[src/rtl/hdmi_pkg.sv]
// Shared TMDS constants for the HDMI transmit and receive paths.
// Holds the control tokens, symbol and disparity widths, and small helpers.
package hdmi_pkg;

  localparam int SYM_W = 10;
  localparam int CNT_W = 5;

  localparam logic [SYM_W-1:0] CTRL_TOKEN_00 = 10'b1101010100;
  localparam logic [SYM_W-1:0] CTRL_TOKEN_01 = 10'b0010101011;
  localparam logic [SYM_W-1:0] CTRL_TOKEN_10 = 10'b0101010100;
  localparam logic [SYM_W-1:0] CTRL_TOKEN_11 = 10'b1010101011;
  localparam logic [SYM_W-1:0] CTRL_RESET    = CTRL_TOKEN_00;

  // c is {c1, c0}
  function automatic logic [SYM_W-1:0] ctrl_token(input logic [1:0] c);
    logic [SYM_W-1:0] tok;
    case (c)
      2'b00:   tok = CTRL_TOKEN_00;
      2'b01:   tok = CTRL_TOKEN_01;
      2'b10:   tok = CTRL_TOKEN_10;
      default: tok = CTRL_TOKEN_11;
    endcase
    return tok;
  endfunction

  function automatic logic [3:0] ones8(input logic [7:0] d);
    logic [3:0] n;
    n = 4'd0;
    for (int i = 0; i < 8; i++) n = n + {3'b000, d[i]};
    return n;
  endfunction

endpackage

[src/rtl/hdmi_encoder_if.sv]
// Video-side bundle of the HDMI encoder: pixel/sync inputs and TMDS symbol outputs.
// No handshake: every input is sampled on every clk_1x_in edge, every output is valid every clock, and de_out marks pixel vs control symbols.
interface hdmi_encoder_if;
  import hdmi_pkg::*;

  logic [7:0]       pixel_data_b;
  logic [7:0]       pixel_data_g;
  logic [7:0]       pixel_data_r;
  logic             hsync;
  logic             vsync;
  logic             de;
  logic [SYM_W-1:0] tmds_ch0;
  logic [SYM_W-1:0] tmds_ch1;
  logic [SYM_W-1:0] tmds_ch2;
  logic             de_out;

  modport master (
    output pixel_data_b, pixel_data_g, pixel_data_r, hsync, vsync, de,
    input  tmds_ch0, tmds_ch1, tmds_ch2, de_out
  );

  modport slave (
    input  pixel_data_b, pixel_data_g, pixel_data_r, hsync, vsync, de,
    output tmds_ch0, tmds_ch1, tmds_ch2, de_out
  );

endinterface

[src/rtl/tmds_channel_encoder.sv]
// One TMDS channel: transition-minimising stage, then DC-balancing stage with
// a running disparity that is cleared by every control period.
module tmds_channel_encoder #(
  parameter logic [hdmi_pkg::SYM_W-1:0] CTRL_RESET = hdmi_pkg::CTRL_RESET
) (
  input  logic       clk_1x_in,
  input  logic       reset_in,
  input  logic [7:0] data,
  input  logic       c0,
  input  logic       c1,
  input  logic       de,
  output logic [9:0] symbol
);
  import hdmi_pkg::*;

  logic [3:0] n1_d;
  logic       use_xnor;
  logic [8:0] q_m;
  logic [3:0] n1q_d;

  always_comb begin
    n1_d     = ones8(data);
    use_xnor = (n1_d > 4'd4) || ((n1_d == 4'd4) && !data[0]);
    q_m[0]   = data[0];
    for (int i = 1; i < 8; i++)
      q_m[i] = use_xnor ? ~(q_m[i-1] ^ data[i]) : (q_m[i-1] ^ data[i]);
    q_m[8]   = ~use_xnor;
    n1q_d    = ones8(q_m[7:0]);
  end

  logic [8:0]              qm_r;
  logic [3:0]              n1_r;
  logic [3:0]              n0_r;
  logic                    de_r;
  logic [1:0]              c_r;
  logic signed [CNT_W-1:0] cnt;

  always_ff @(posedge clk_1x_in) begin
    if (reset_in) begin
      qm_r <= '0;
      n1_r <= '0;
      n0_r <= '0;
      de_r <= 1'b0;
      c_r  <= 2'b00;
    end else begin
      qm_r <= q_m;
      n1_r <= n1q_d;
      n0_r <= 4'd8 - n1q_d;
      de_r <= de;
      c_r  <= {c1, c0};
    end
  end

  logic signed [CNT_W-1:0] diff;
  logic signed [CNT_W-1:0] two_q8;
  logic signed [CNT_W-1:0] two_nq8;
  logic                    balanced;
  logic                    invert;
  logic [9:0]              sym_d;
  logic signed [CNT_W-1:0] cnt_d;

  // cnt equals the exact running ones-minus-zeros of every emitted 10-bit word
  always_comb begin
    diff     = $signed({1'b0, n1_r}) - $signed({1'b0, n0_r});
    two_q8   = {3'b000, qm_r[8], 1'b0};
    two_nq8  = {3'b000, ~qm_r[8], 1'b0};
    balanced = (cnt == '0) || (n1_r == n0_r);
    invert   = (!cnt[CNT_W-1] && (cnt != '0) && (n1_r > n0_r)) ||
               (cnt[CNT_W-1] && (n0_r > n1_r));
    sym_d    = ctrl_token(c_r);
    cnt_d    = '0;
    if (de_r) begin
      if (balanced) begin
        sym_d = {~qm_r[8], qm_r[8], qm_r[8] ? qm_r[7:0] : ~qm_r[7:0]};
        cnt_d = cnt + (qm_r[8] ? diff : -diff);
      end else if (invert) begin
        sym_d = {1'b1, qm_r[8], ~qm_r[7:0]};
        cnt_d = cnt + two_q8 - diff;
      end else begin
        sym_d = {1'b0, qm_r[8], qm_r[7:0]};
        cnt_d = cnt + diff - two_nq8;
      end
    end
  end

  always_ff @(posedge clk_1x_in) begin
    if (reset_in) begin
      symbol <= CTRL_RESET;
      cnt    <= '0;
    end else begin
      symbol <= sym_d;
      cnt    <= cnt_d;
    end
  end

endmodule

[src/rtl/hdmi_encoder.sv]
// Three-channel DVI/HDMI TMDS encoder: blue+sync, green, red; 2-clock latency.
// de_out is de delayed to line up with the encoded symbols.
module hdmi_encoder #(
  parameter logic [hdmi_pkg::SYM_W-1:0] CTRL_RESET = hdmi_pkg::CTRL_RESET
) (
  input logic           clk_1x_in,
  input logic           reset_in,
  hdmi_encoder_if.slave vid
);

  tmds_channel_encoder #(.CTRL_RESET(CTRL_RESET)) u_ch0 (
    .clk_1x_in (clk_1x_in),
    .reset_in  (reset_in),
    .data      (vid.pixel_data_b),
    .c0        (vid.hsync),
    .c1        (vid.vsync),
    .de        (vid.de),
    .symbol    (vid.tmds_ch0)
  );

  tmds_channel_encoder #(.CTRL_RESET(CTRL_RESET)) u_ch1 (
    .clk_1x_in (clk_1x_in),
    .reset_in  (reset_in),
    .data      (vid.pixel_data_g),
    .c0        (1'b0),
    .c1        (1'b0),
    .de        (vid.de),
    .symbol    (vid.tmds_ch1)
  );

  tmds_channel_encoder #(.CTRL_RESET(CTRL_RESET)) u_ch2 (
    .clk_1x_in (clk_1x_in),
    .reset_in  (reset_in),
    .data      (vid.pixel_data_r),
    .c0        (1'b0),
    .c1        (1'b0),
    .de        (vid.de),
    .symbol    (vid.tmds_ch2)
  );

  logic [1:0] de_pipe;

  always_ff @(posedge clk_1x_in) begin
    if (reset_in) de_pipe <= 2'b00;
    else          de_pipe <= {de_pipe[0], vid.de};
  end

  assign vid.de_out = de_pipe[1];

endmodule

[src/flat_wrapper.sv]
// flat-port wrapper written by rule: the top's interface ports become plain ports
module hdmi_encoder_flat 
#(
  parameter logic [hdmi_pkg::SYM_W-1:0] CTRL_RESET = hdmi_pkg::CTRL_RESET
)
  (clk_1x_in, reset_in, vid_pixel_data_b, vid_pixel_data_g, vid_pixel_data_r, vid_hsync, vid_vsync, vid_de, vid_tmds_ch0, vid_tmds_ch1, vid_tmds_ch2, vid_de_out);
  hdmi_encoder_if vid_i ();
  input logic clk_1x_in;
  input logic reset_in;
  input wire logic [$bits(vid_i.pixel_data_b)-1:0] vid_pixel_data_b;
  input wire logic [$bits(vid_i.pixel_data_g)-1:0] vid_pixel_data_g;
  input wire logic [$bits(vid_i.pixel_data_r)-1:0] vid_pixel_data_r;
  input wire logic [$bits(vid_i.hsync)-1:0] vid_hsync;
  input wire logic [$bits(vid_i.vsync)-1:0] vid_vsync;
  input wire logic [$bits(vid_i.de)-1:0] vid_de;
  output wire logic [$bits(vid_i.tmds_ch0)-1:0] vid_tmds_ch0;
  output wire logic [$bits(vid_i.tmds_ch1)-1:0] vid_tmds_ch1;
  output wire logic [$bits(vid_i.tmds_ch2)-1:0] vid_tmds_ch2;
  output wire logic [$bits(vid_i.de_out)-1:0] vid_de_out;
  assign vid_i.pixel_data_b = vid_pixel_data_b;
  assign vid_i.pixel_data_g = vid_pixel_data_g;
  assign vid_i.pixel_data_r = vid_pixel_data_r;
  assign vid_i.hsync = vid_hsync;
  assign vid_i.vsync = vid_vsync;
  assign vid_i.de = vid_de;
  assign vid_tmds_ch0 = vid_i.tmds_ch0;
  assign vid_tmds_ch1 = vid_i.tmds_ch1;
  assign vid_tmds_ch2 = vid_i.tmds_ch2;
  assign vid_de_out = vid_i.de_out;
  hdmi_encoder #(.CTRL_RESET(CTRL_RESET)) u_core (.clk_1x_in(clk_1x_in), .reset_in(reset_in), .vid(vid_i));
endmodule
[config.mk]
export PLATFORM = sky130hd
export DESIGN_NAME = hdmi_encoder_flat
export DESIGN_NICKNAME = d
export VERILOG_FILES = /design/src/rtl/hdmi_pkg.sv /design/src/rtl/hdmi_encoder_if.sv /design/src/rtl/tmds_channel_encoder.sv /design/src/rtl/hdmi_encoder.sv /design/src/flat_wrapper.sv
export SDC_FILE = /design/constraint.sdc
export NUM_CORES = 1
export LEC_CHECK = 0
export ABC_AREA = 1
export ABC_CLOCK_PERIOD_IN_PS = 9400
export CORE_ASPECT_RATIO = 0.5
export CORE_MARGIN = 3
export CORE_UTILIZATION = 48
export DETAILED_ROUTE_END_ITERATION = 8
export HOLD_SLACK_MARGIN = 0.15
export PLACE_DENSITY = 0.68
export SLEW_MARGIN = 20
export SYNTH_ARGS = -nofsm -noshare
export SYNTH_HDL_FRONTEND = slang
export SYNTH_HIERARCHICAL = 1
export SYNTH_SLANG_ARGS = --single-unit
[constraint.sdc]
create_clock -name clk_1x_in -period 9.4 [get_ports clk_1x_in]
set_input_delay 1.88 -clock clk_1x_in [delete_from_list [all_inputs] [get_ports clk_1x_in]]
set_output_delay 1.88 -clock clk_1x_in [all_outputs]
set_load 0.005 [all_outputs]
; Yosys cells after proc, flatten, opt, wreduce, memory -nomap -nowiden
; Index checks and enable logic that the tools add are counted.
[classes]
magnitude_cmp = 9
bitwise_logic = 52
muxes = 41
eq_ne = 8
addsub = 66
reduce_logical = 35
[ops]
columns = cell, n
row1 = $add A4 B1 Y4, 24
row2 = $mux W10, 7
row3 = $mux W5, 9
row4 = $add A5 B5 Y5, 6
row5 = $pmux W10 S3, 1
row6 = $not A1 Y1, 28
row7 = $add A3 B1 Y4, 6
row8 = $gt A4 B4 Y1, 6
row9 = $mux W8, 3
row10 = $not A8 Y8, 3
row11 = $mux W1, 21
row12 = $xor A1 B1 Y1, 21
row13 = $add A2 B1 Y3, 6
row14 = $add A5 B3 Y5, 3
row15 = $logic_not A5 Y1, 3
row16 = $neg A5 Y5, 3
row17 = $reduce_bool A5 Y1, 3
row18 = $sub A4 B4 Y5, 3
row19 = $sub A5 B3 Y5, 3
row20 = $sub A5 B5 Y5, 3
row21 = $add A1 B1 Y2, 6
row22 = $eq A4 B3 Y1 const B, 3
row23 = $eq A4 B4 Y1, 3
row24 = $gt A4 B3 Y1 const B, 3
row25 = other kinds (8), 34
[totals]
input_bits = 29
out_inout_bits = 31
regBits = 101
word_cells = 229

; Logic depth before layout (Yosys ltp)
; Gate-level depths: netlist of run 1.
[logic_depth]
depth_word = 31
ltp_mapped = 29
ltp_nobuf = 29

; Modules after synthesis
; Netlist of run 1, hierarchy kept.
[modules_own_cells]
columns = module, n_inst, area_each_um2, cells_each, seq_area_each_um2
row1 = tmds_channel_encoder (u_core.u_ch2), 1, 2527.4, 327, 660.6
row2 = tmds_channel_encoder (u_core.u_ch0), 1, 2452.4, 316, 660.6
row3 = tmds_channel_encoder (u_core.u_ch1), 1, 2398.6, 290, 660.6
row4 = hdmi_encoder, 1, 58.8, 7, 40.0

; Worst setup path before layout of run 1
; OpenSTA, ideal clock, no wires.
[synth_path]
kind = input port to flip-flop
startpoint = input port vid_pixel_data_g[0]
endpoint = register u_core.u_ch1.n0_r[2]
stages = 20
t_arrival_ps = 7246
setup_time_ps = 128
n_path_buf = 0
t_required_ps = 9272
path_slack_ps = 2027
cell_sequence = inv_1 fa_1 fa_1 fa_1 inv_1 ha_1 fa_1 o31ai_1 nand2_1 xor2_1 fa_1 fa_1 inv_1 fa_1 ha_1 inv_1 fa_1 ha_1 xor2_1 nor2_1
[synth_between]
elab_chain_cells = 31
elab_cells_between_ends = 41
cone_classes = 15 x add/sub / 1 x order compare / 1 x eq/ne / 7 x mux / 14 x bitwise / 3 x reduce/logical
[synth_rtl]
columns = item, line_no
row1 = "start, declared", flat_wrapper.sv:11  ; input wire logic [$bits(vid_i.pixel_data_g)-1:0] vid_pixel_data_g;
row2 = "parallel branches: the longest is 29 deep, another holds $add A3 B1 Y4", -
row3 = $add A4 B1 Y4 (*), hdmi_pkg.sv:29  ; for (int i = 0; i < 8; i++) n = n + {3'b000, d[i]};
row4 = $sub A4 B4 Y4 (*), tmds_channel_encoder.sv:48  ; n0_r <= 4'd8 - n1q_d;
row5 = "end signal, assigned", tmds_channel_encoder.sv:48
row6 = "end, declared", tmds_channel_encoder.sv:33  ; logic [3:0] n0_r;
; Every way passes the cells marked *.
; A chain may end at the register's enable or synchronous reset.

; Final worst setup path of run 1
[layout_path]
startpoint = input port vid_pixel_data_b[0]
endpoint = register u_core.u_ch0.n0_r[3]
[layout_between]
elab_chain_cells = 31
elab_cells_between_ends = 41
cone_classes = 15 x add/sub / 1 x order compare / 1 x eq/ne / 7 x mux / 14 x bitwise / 3 x reduce/logical
[layout_rtl]
columns = item, line_no
row1 = "start, declared", flat_wrapper.sv:10  ; input wire logic [$bits(vid_i.pixel_data_b)-1:0] vid_pixel_data_b;
row2 = "parallel branches: the longest is 29 deep, another holds $add A3 B1 Y4", -
row3 = $add A4 B1 Y4 (*), hdmi_pkg.sv:29
row4 = $sub A4 B4 Y4 (*), tmds_channel_encoder.sv:48
row5 = "end signal, assigned", tmds_channel_encoder.sv:48
row6 = "end, declared", tmds_channel_encoder.sv:33
; Marks and branches as above.

==> results of run 1 <==
## through the flow
stage	area [um^2]	hold WS, ps	utilization	setup WS [ps]
6_report	8470	406	0.572	1510
5_1_grt	8470	443	0.572	1160
4_1_cts	8470	409	0.572	1510
3_5_place_dp	8180	399	0.552	1150
3_3_place_gp	8180	390	0.552	1350
2_1_floorplan	7450	388	-	2030
## cell type report
class	count	share of cell area
Clock buffer	10	0.0270
Clock inverter	6	0.00665
Inverter	191	0.0847
Multi-Input combinational cell	638	0.544
Sequential cell	101	0.239
Tap cell	198	0.0293
Timing Repair Buffer	60	0.0700
## routing by layer
layer  share of wire  wire [um]  global-route usage
met2            0.50       7200               0.333
met4           0.016        228              0.0513
met5               0          0                   0
met1            0.46       6650               0.207
met3           0.030        442              0.0333
## cell usage after synthesis, types with 4 or more instances
master	instances	area [um^2]
nand2_2	22	138
xnor2_1	16	140
nand3_1	74	370
nand3_2	5	50.1
nor2_1	78	293
o211ai_1	6	45.0
inv_1	189	709
a21oi_1	45	225
fa_1	39	781
nand3b_1	16	120
buf_6	6	67.6
ha_1	90	1130
nand2_1	145	544
o31ai_1	4	30.0
a21oi_2	4	35.0
nand4_1	5	31.3
or2_2	7	43.8
dfxtp_1	101	2020
nand2_4	8	90.1
xor2_1	26	228
clkbuf_1	6	22.5
o21ai_0	22	110
o21ai_1	7	35.0
## final timing paths
check | startpoint | endpoint | slack, ps | cells past startpoint
hold reg to reg | u_core/de_pipe[0]$_SDFF_PP0_ | u_core/de_pipe[1]$_SDFF_PP0_ | 410 | 2
setup reg to reg | u_core/u_ch1/n1_r[1]$_SDFF_PP0_ | u_core/u_ch1/cnt[4]$_SDFF_PP0_ | 6370 | 16
hold / removal | u_core/de_pipe[0]$_SDFF_PP0_ | u_core/de_pipe[1]$_SDFF_PP0_ | 410 | 2
setup / recovery | vid_pixel_data_b[0] | u_core/u_ch0/n0_r[3]$_SDFF_PP0_ | 1510 | 24
## cell families (layout without fill, tap and decap cells)
family,after synthesis,in the layout
AND/OR/NAND/NOR,365,365
AO/OA/AOI/OAI,96,96
buffers and inverters,204,267
flip-flops,101,101
XOR/XNOR,44,44
adder cells (fa/ha/maj),129,129
other,1,4
## placed cells by master (no fill, tap or decap), types with 3 or more instances in the layout
master / count
a21oi_1: 45
a21oi_2: 4
clkbuf_16: 9
clkdlybuf4s50_1: 58
clkinvlp_4: 3
conb_1: 4
dfxtp_1: 101
fa_1: 39
ha_1: 90
inv_1: 189
nand2_1: 145
nand2_2: 22
nand2_4: 8
nand3_1: 74
nand3_2: 5
nand3b_1: 16
nand4_1: 5
nor2_1: 78
o211ai_1: 6
o21ai_0: 22
o21ai_1: 7
o31ai_1: 4
or2_2: 7
xnor2_1: 16
xor2_1: 26
## worst max-delay path, delay by kind of cell
family / cells / cell delay, ps
xor+xnor: 2 / 510
simple gates: 3 / 290
buf+inv: 6 / 870
fa+ha+maj: 10 / 4150
compound gates: 3 / 460
## registers in the layout (all words and copies together) (netlist names), 2 cells and up, named ones only
register and flops:
u_core/de_pipe 2, u_core/u_ch0/c_r 2, u_core/u_ch0/cnt 4, u_core/u_ch0/n0_r 3
u_core/u_ch0/n1_r 3, u_core/u_ch0/qm_r 9, u_core/u_ch0/symbol 10, u_core/u_ch1/c_r 2
u_core/u_ch1/cnt 4, u_core/u_ch1/n0_r 3, u_core/u_ch1/n1_r 3, u_core/u_ch1/qm_r 9
u_core/u_ch1/symbol 10, u_core/u_ch2/c_r 2, u_core/u_ch2/cnt 4, u_core/u_ch2/n0_r 3
u_core/u_ch2/n1_r 3, u_core/u_ch2/qm_r 9, u_core/u_ch2/symbol 10
==> flow_metrics.py, run 1 <==
metrics = {
    "global_routing": {
        "track_usage": 0.177,
        "grt_max_degree": 76,
        "grt_pass1_wl_um": 25000,
        "grt_pass1_vias": 5740,
        "grt_overflow": 0,
        "antenna_found_initial": 0,
    },
    "worst_setup_path": {
        "critPathSlowestCell": "fa_1",
        "crit_required_ps": 9680,
        "critPathMaxStageDelay_ps": 560,
        "worstPathMaxFanout": 4,
        "cp.arrival_ps": 8160,
        "cp-end-kind": "register",
        "worst-setup-path-type": "in2reg",
        "start_kind": "primary input",
        "crit_path_frequent_cell": "fa_1",
        "path_cells": "clkdlybuf4s50_1 -> inv_1 -> fa_1 -> fa_1 -> fa_1 -> inv_1 -> ha_1 -> fa_1 -> nor2_1 -> nand2_1 -> a21oi_2 -> xor2_1 -> fa_1 -> fa_1 -> inv_1 -> fa_1 -> ha_1 -> inv_1 -> fa_1 -> xnor2_1 -> inv_1 -> nand3_1 -> o21ai_0 -> a21oi_1",
    },
    "floorplanning": {
        "die_w_um": 182,
        "io-pin-count": 60,
        "initial_utilization": 0.502,
        "die-area_um2": 17100,
        "die_h_um": 94.0,
        "fp-row-count": 31,
        "core_area_um2": 14800,
    },
    "placed_design": {
        "dpl.hpwl_um": 11700,
        "placed_cells": 1188,
        "port_buffers": 59,
        "finalWeightedCongestion": 0.837,
    },
    "route": {
        "drc": 0,
        "wl_per_cell_um": 12.1,
        "antenna_left": 0,
        "drt_iter0_markers": 226,
        "route.vias.total": 5822,
        "wl_um": 14500,
        "first_pass_iters": 5,
        "viasPerCell": 4.84,
    },
    "cells_and_area": {
        "fillCellCount": 1338,
        "layout.area.seq_um2": 2020,
        "diodes": 0,
        "area_growth_pct": 13.9,
        "nets": 1159,
        "final_cells": 1204,
        "multiInputGateArea_um2": 4600,
        "drive_above_1_share": 0.0706,
    },
    "yosys": {
        "synth_edf_count": 0,
        "synth_fa_ha_area_frac": 0.256,
        "synth_compound_area_frac": 0.0735,
        "synthSimpleGateAreaFrac": 0.232,
        "ys_types": 38,
        "syn_area_um2": 7440,
        "synth-xor-area-share": 0.0555,
        "synth_seq_cells": 101,
        "avgSynthCellArea_um2": 7.91,
        "ys.warnings.count": 6,
        "synthArstFlopShare": 0,
        "yosysSeqAreaShare": 0.272,
        "synth_mux_area_frac": 0,
        "ys.flop_type": "dfxtp_1",
        "synth_top_family_by_area": "adder cells",
        "netlist_instances": 940,
    },
    "cts": {
        "h-tree-depth": 3,
        "hold_buffers": 0,
        "cts_buffers": 9,
        "cts_tree": "done",
        "postCtsSetupBuffers": 0,
        "clk_latency_ps": 340,
        "cts_sinks": 101,
        "cts_max_path_buffers": 2,
        "post_cts_resized": 0,
        "path_clk_slew_ps": 70,
        "cts_root_buffer": "clkbuf_16",
    },
    "sta": {
        "rsz0062_at_grt": "false",
        "clock.fmax_mhz": 127,
        "setup_violations": 0,
        "fin_skew_ps": 9.64,
        "finalHoldViolCount": 0,
        "slew_violations": 0,
        "fin_tns_setup_ps": 0,
        "fin_crit_sh": 0.839,
        "max_slew_margin": 0.478,
        "final.min_clock_period_ps": 7890,
        "tightest_slew_ps": 782,
    },
    "job": {
        "maxCapViolCount": 0,
    },
    "min_path": {
        "hp-class": "reg2reg",
    },
    "status": {
        "status": "finished clean",
    },
}
Power of run 1 is not shown: default switching activity piles up to over one toggle a cycle in this logic, so the estimate is an artifact.
==> run 2: changes to the inputs <==
Settings changed: ABC_CLOCK_PERIOD_IN_PS 9400 to 7450.
Clock period 9.4 ns to 7.45 ns, I/O delays scaled along.
==> run 2 against run 1 <==
Effect of this change:
- register-to-register slack worse by 1900 ps
- sequential share of layout area is 0.97 points lower
- die area stayed put
- final cell count is 2.6% higher
- first-iteration DRC count is 5.3% higher
- setup slack worse by 1300 ps
- critical path type unchanged
- highest routed layer unchanged
==> flow_metrics.py, run 2 (synthesis results as in run 1) <==
metrics = {
    "cts": {
        "cts_max_path_buffers": 2,
        "clk_latency_ps": 350,
        "h-tree-depth": 3,
        "cts_sinks": 101,
        "cts_tree": "done",
        "path_clk_slew_ps": 70,
        "cts_root_buffer": "clkbuf_16",
        "cts_buffers": 9,
    },
    "sta": {
        "layout_setup_ws_ps": 191,
        "fin_skew_ps": 8.68,
        "setup_violations": 0,
        "fin_crit_sh": 0.974,
        "max_slew_margin": 0.534,
        "finalHoldViolCount": 0,
        "slew_violations": 0,
        "final.min_clock_period_ps": 7260,
        "tightest_slew_ps": 692,
        "clock.fmax_mhz": 138,
        "rsz0062_at_grt": "false",
        "hold_ws_ps": 406,
        "fin_tns_setup_ps": 0,
    },
    "route": {
        "dr_wl_met3_um": 478,
        "drc": 0,
        "wl_met2_um": 7220,
        "top_layer": "met4",
        "wl_per_cell_um": 11.9,
        "drt_iter0_markers": 238,
        "route.vias.total": 5881,
        "antenna_left": 0,
        "wl_um": 14700,
        "first_pass_iters": 5,
        "wl_met1_um": 6890,
        "viasPerCell": 4.76,
    },
    "worst_setup_path": {
        "startpoint": "vid_pixel_data_g[3]",
        "cp.arrival_ps": 7480,
        "rrSetupSlack_ps": 4440,
        "crit_path_frequent_cell": "fa_1",
        "worst-setup-path-type": "in2reg",
        "cp-endpoint": "u_core/u_ch1/n0_r[2]$_SDFF_PP0_",
        "crit_required_ps": 7670,
        "path_cells": "clkdlybuf4s50_1 -> inv_1 -> fa_1 -> fa_1 -> fa_1 -> inv_1 -> ha_2 -> fa_1 -> o31ai_2 -> nand2_2 -> xor2_2 -> fa_1 -> fa_1 -> inv_1 -> fa_1 -> ha_2 -> inv_1 -> fa_2 -> ha_1 -> xor2_1 -> nor2_1",
        "worstPathMaxFanout": 4,
        "start_kind": "primary input",
        "reg2reg_depth": 16,
        "rr_startpoint": "u_core/u_ch1/n1_r[1]$_SDFF_PP0_",
        "critPathMaxStageDelay_ps": 580,
        "cp_top_family": "adder cells",
        "r2r-end": "u_core/u_ch1/cnt[4]$_SDFF_PP0_",
        "cp-end-kind": "register",
        "critPathBufInv": 5,
        "worst-path-stages": 21,
        "critPathSlowestCell": "fa_2",
    },
    "floorplanning": {
        "initial_utilization": 0.502,
        "die_h_um": 94.0,
        "fp-row-count": 31,
        "die_w_um": 182,
        "core_area_um2": 14800,
        "io-pin-count": 60,
        "die-area_um2": 17100,
    },
    "placed_design": {
        "port_buffers": 59,
        "finalWeightedCongestion": 0.828,
        "pre_cts_slack_ps": -267,
        "dpl.hpwl_um": 11900,
    },
    "global_routing": {
        "grt_overflow": 0,
        "track_usage": 0.180,
        "grt_pass1_vias": 5849,
        "antenna_found_initial": 0,
        "grt_pass1_wl_um": 25600,
        "grt_max_degree": 52,
    },
    "cells_and_area": {
        "top_regs": "u_core/u_ch0/symbol (10), u_core/u_ch1/symbol (10), u_core/u_ch2/symbol (10)",
        "layout_common_cells": "inv_1 (188), nand2_1 (141), dfxtp_1 (101)",
        "nets": 1191,
        "fillCellCount": 1304,
        "diodes": 0,
        "multiInputGateArea_um2": 4720,
        "final_common_cell": "inv_1",
        "area_growth_pct": 18.7,
        "drive_above_1_share": 0.122,
        "layout.area.seq_um2": 2020,
    },
    "status": {
        "status": "finished clean",
    },
    "job": {
        "maxCapViolCount": 0,
    },
    "min_path": {
        "hp-class": "reg2reg",
    },
}
[run 2: worst min-delay path, delay by kind of cell, from the launching register on]
kind	cells	cell delay, ps
and+or+nand+nor	1	30
DFF	1	300
buffers and inverters	1	40
[run 2: worst min-delay path by stage]
stage,from,endpoint,slack [ps],depth (start not counted)
2_1_floorplan,u_core/de_pipe[0]$_SDFF_PP0_,u_core/de_pipe[1]$_SDFF_PP0_,390,2
3_3_place_gp,u_core/de_pipe[0]$_SDFF_PP0_,u_core/de_pipe[1]$_SDFF_PP0_,400,2
3_5_place_dp,u_core/de_pipe[0]$_SDFF_PP0_,u_core/de_pipe[1]$_SDFF_PP0_,400,2
4_1_cts,u_core/de_pipe[0]$_SDFF_PP0_,u_core/de_pipe[1]$_SDFF_PP0_,410,2
5_1_grt,u_core/de_pipe[0]$_SDFF_PP0_,u_core/de_pipe[1]$_SDFF_PP0_,420,2
6_report,u_core/de_pipe[0]$_SDFF_PP0_,u_core/de_pipe[1]$_SDFF_PP0_,410,2
[run 2: metal layers]
layer,vias to the layer above,global-route usage
li1,3101,-
met1,2693,0.221
met2,77,0.326
met3,10,0.0391
met4,0,0.0437
met5,-,0
[run 2: final cells by class]
type                       instances  area share
multi-input combinational        638       0.535
timing repair buffer              92      0.0950
sequential                       101       0.229
clock buffer                       9      0.0255
tap                              198      0.0281
clock inverter                     6     0.00638
inverter                         191      0.0812
[run 2: timing repair]
action,4_1_cts,5_1_grt
setup endpoints to repair,0,11
hold buffers,0,0
resized for setup,0,29
setup buffers,0,1
[run 2: metrics by stage]
step | cell area (um^2) | utilization | std cells
after floorplan | 7450 | - | 943
after global placement | 8420 | 0.568 | 1219
after detailed placement | 8420 | 0.568 | 1219
after CTS | 8700 | 0.587 | 1234
after global routing | 8830 | 0.596 | 1235
final | 8830 | 0.596 | 1235
Power of run 2 is left out for the same reason.
==> run 3: changes to the inputs <==
Settings changed: CTS_BUF_LIST set to sky130_fd_sc_hd__clkbuf_8 sky130_fd_sc_hd__clkbuf_16.
==> results of run 3 <==
No change in the layout: final DEF, timing and power equal those of run 2.
Power of run 3 is left out for the same reason.
==> variant (flow settings as in run 1) <==
Take the reset off `qm_r`, `n1_r` and `n0_r` and load them in a clocked block of their own.
--- a/src/rtl/tmds_channel_encoder.sv
+++ b/src/rtl/tmds_channel_encoder.sv
@@ -39,5 +39,2 @@
     if (reset_in) begin
-      qm_r <= '0;
-      n1_r <= '0;
-      n0_r <= '0;
       de_r <= 1'b0;
@@ -45,5 +42,2 @@
     end else begin
-      qm_r <= q_m;
-      n1_r <= n1q_d;
-      n0_r <= 4'd8 - n1q_d;
       de_r <= de;
@@ -51,2 +45,8 @@
     end
+  end
+
+  always_ff @(posedge clk_1x_in) begin
+    qm_r <= q_m;
+    n1_r <= n1q_d;
+    n0_r <= 4'd8 - n1q_d;
   end
Formal check against the unedited RTL: no difference found for any inputs over 4 cycles, from zero or initial values and one cycle with reset_in high; that may be too few to reach the edited logic, so the function may still have changed.
==> variant against run 1 <==
- setup slack gained 0.051 ns
- sequential cell count unchanged
- wire length shrank 5.1%
- count of clock-buffer cells in the layout unchanged
- synthesized area down 1.4%
- global-route usage shrank 0.28 points
- final area is 0.28% lower
- largest cell class unchanged
- highest routed layer unchanged
Power is left out: the tool's default activity adds up to more than one toggle a clock period on the data nets, which glitch-free logic cannot reach.
==> variant: results (changes against run 1) <==
- Status: finished clean
- Synth warnings: 6 (unchanged)
- DR vias/cell: 4.778 (-1.2%)
- DP HPWL: 11,420 µm (-2.2%)
- Mux cell area share after synthesis: 0 (unchanged)
- Bufs w/o clock: 60 (unchanged)
- Arrival time at the worst endpoint: 8.11 ns (-0.05 ns)
- Total routed wirelength: 13,780 µm (-5.1%)
- Vias in the first global route: 5,705 (-0.61%)
- Adder-Cell Fraction of Synth Area: 0.2601 (+0.003720)
- FILL cells: 1,359 (+1.6%)
- Post-DP Area: 8109 µm² (-0.92%)
- Cell variety after synth: 34 (-11%)
- Most frequent cell after synthesis: inv_1
- GRT Total Usage: 0.1742 (-0.002816)
- Regs by FF count: u_core/u_ch0/symbol: 10 flops, u_core/u_ch1/symbol: 10 flops, u_core/u_ch2/symbol: 10 flops
- Non-filler cells in the finished layout: 1,185 (-1.6%)
- Fraction of area in multi-input gates: 0.5330 (-0.01062)
- Post-Synth XOR/XNOR Area: 0.05001 (-0.005510)
- DR iter-0 viols: 189 (-16%)
- Worst R2R Path Depth: 18 (+2)
- Hold path cells: 2 (unchanged)
- Hold buffers post-CTS: 0 (unchanged)
- Comb_multi_in: 613 (-3.9%)
- Clk_skew: 0.005240 ns (-0.004395 ns)
- Synthesized netlist cell count: 917 (-2.4%)
- Post-Place Setup Slack: 1.211 ns (+0.05785 ns)
- Layout cells sized above 1: 0.08207 (+0.01149)
- Critical Path Fanout Max: 6 (+2)
- First-pass DRT Iterations: 4 (-1)
- Post-synthesis sequential area ratio: 0.2758 (+0.003944)
- Synth area leaders: dfxtp_1 (28%), ha_1 (15%), fa_1 (11%), inv_1 (9.8%), nand2_1 (8.1%)
- Post-synthesis compound-gate area fraction: 0.05871 (-0.01481)
- Non-clk invs: 197 (+3.1%)
- Setup Buffers After CTS: 0 (unchanged)
- Clock buf/inv share: 0.03985 (+0.006169)
- Routability Congestion: 0.8332 (-0.41%)
- Ys flop type: dfxtp_1
- Synth-to-layout area growth: 15.21%
- Post-synth top cells: inv_1 (192), nand2_1 (158), dfxtp_1 (101)
- Worst-path clk slew: 0.07 ns (about the same)
- Worst Max-Slew Pin Slew: 0.6097 ns (-0.1727 ns)
- Pin count of the biggest net entering global routing: 33 (-57%)
- CP max stage delay: 0.58 ns (+0.02 ns)
- Post-synthesis register bit count: 101 (unchanged)
- Inserted Clock Buffers: 9 (unchanged)
- Layout Nets: 1,140 (-1.6%)
- Buffer share of cell area: 0.07081 (+0.0007897)
- HP Class: flip-flop to flip-flop
- First-pass GRT wire length: 24,590 µm (-1.7%)
-- variant: cell families after synthesis --
family	count (synthesis)
other	1
AND/OR/NAND/NOR	364
flip-flops	101
XOR/XNOR	41
AO/OA/AOI/OAI	75
buffers and inverters	206
adder cells (fa/ha/maj)	129
-- variant: worst paths after layout --
kind                         from              endpoint  slack, ns
max           vid_pixel_data_r[0]  u_core/u_ch2/n0_r[3]       1.57
min             u_core/de_pipe[0]     u_core/de_pipe[1]       0.41
max reg2reg  u_core/u_ch1/n1_r[1]   u_core/u_ch1/cnt[4]       6.63
min reg2reg     u_core/de_pipe[0]     u_core/de_pipe[1]       0.41
-- variant: layer usage --
layer / GRT usage / wire (µm) / vias up
met4: 0.03957 / 132 / 0
met1: 0.2098 / 6408 / 2598
li1: - / - / 2976
met3: 0.04662 / 549 / 14
met5: 0 / 0 / -
met2: 0.3146 / 6687 / 74
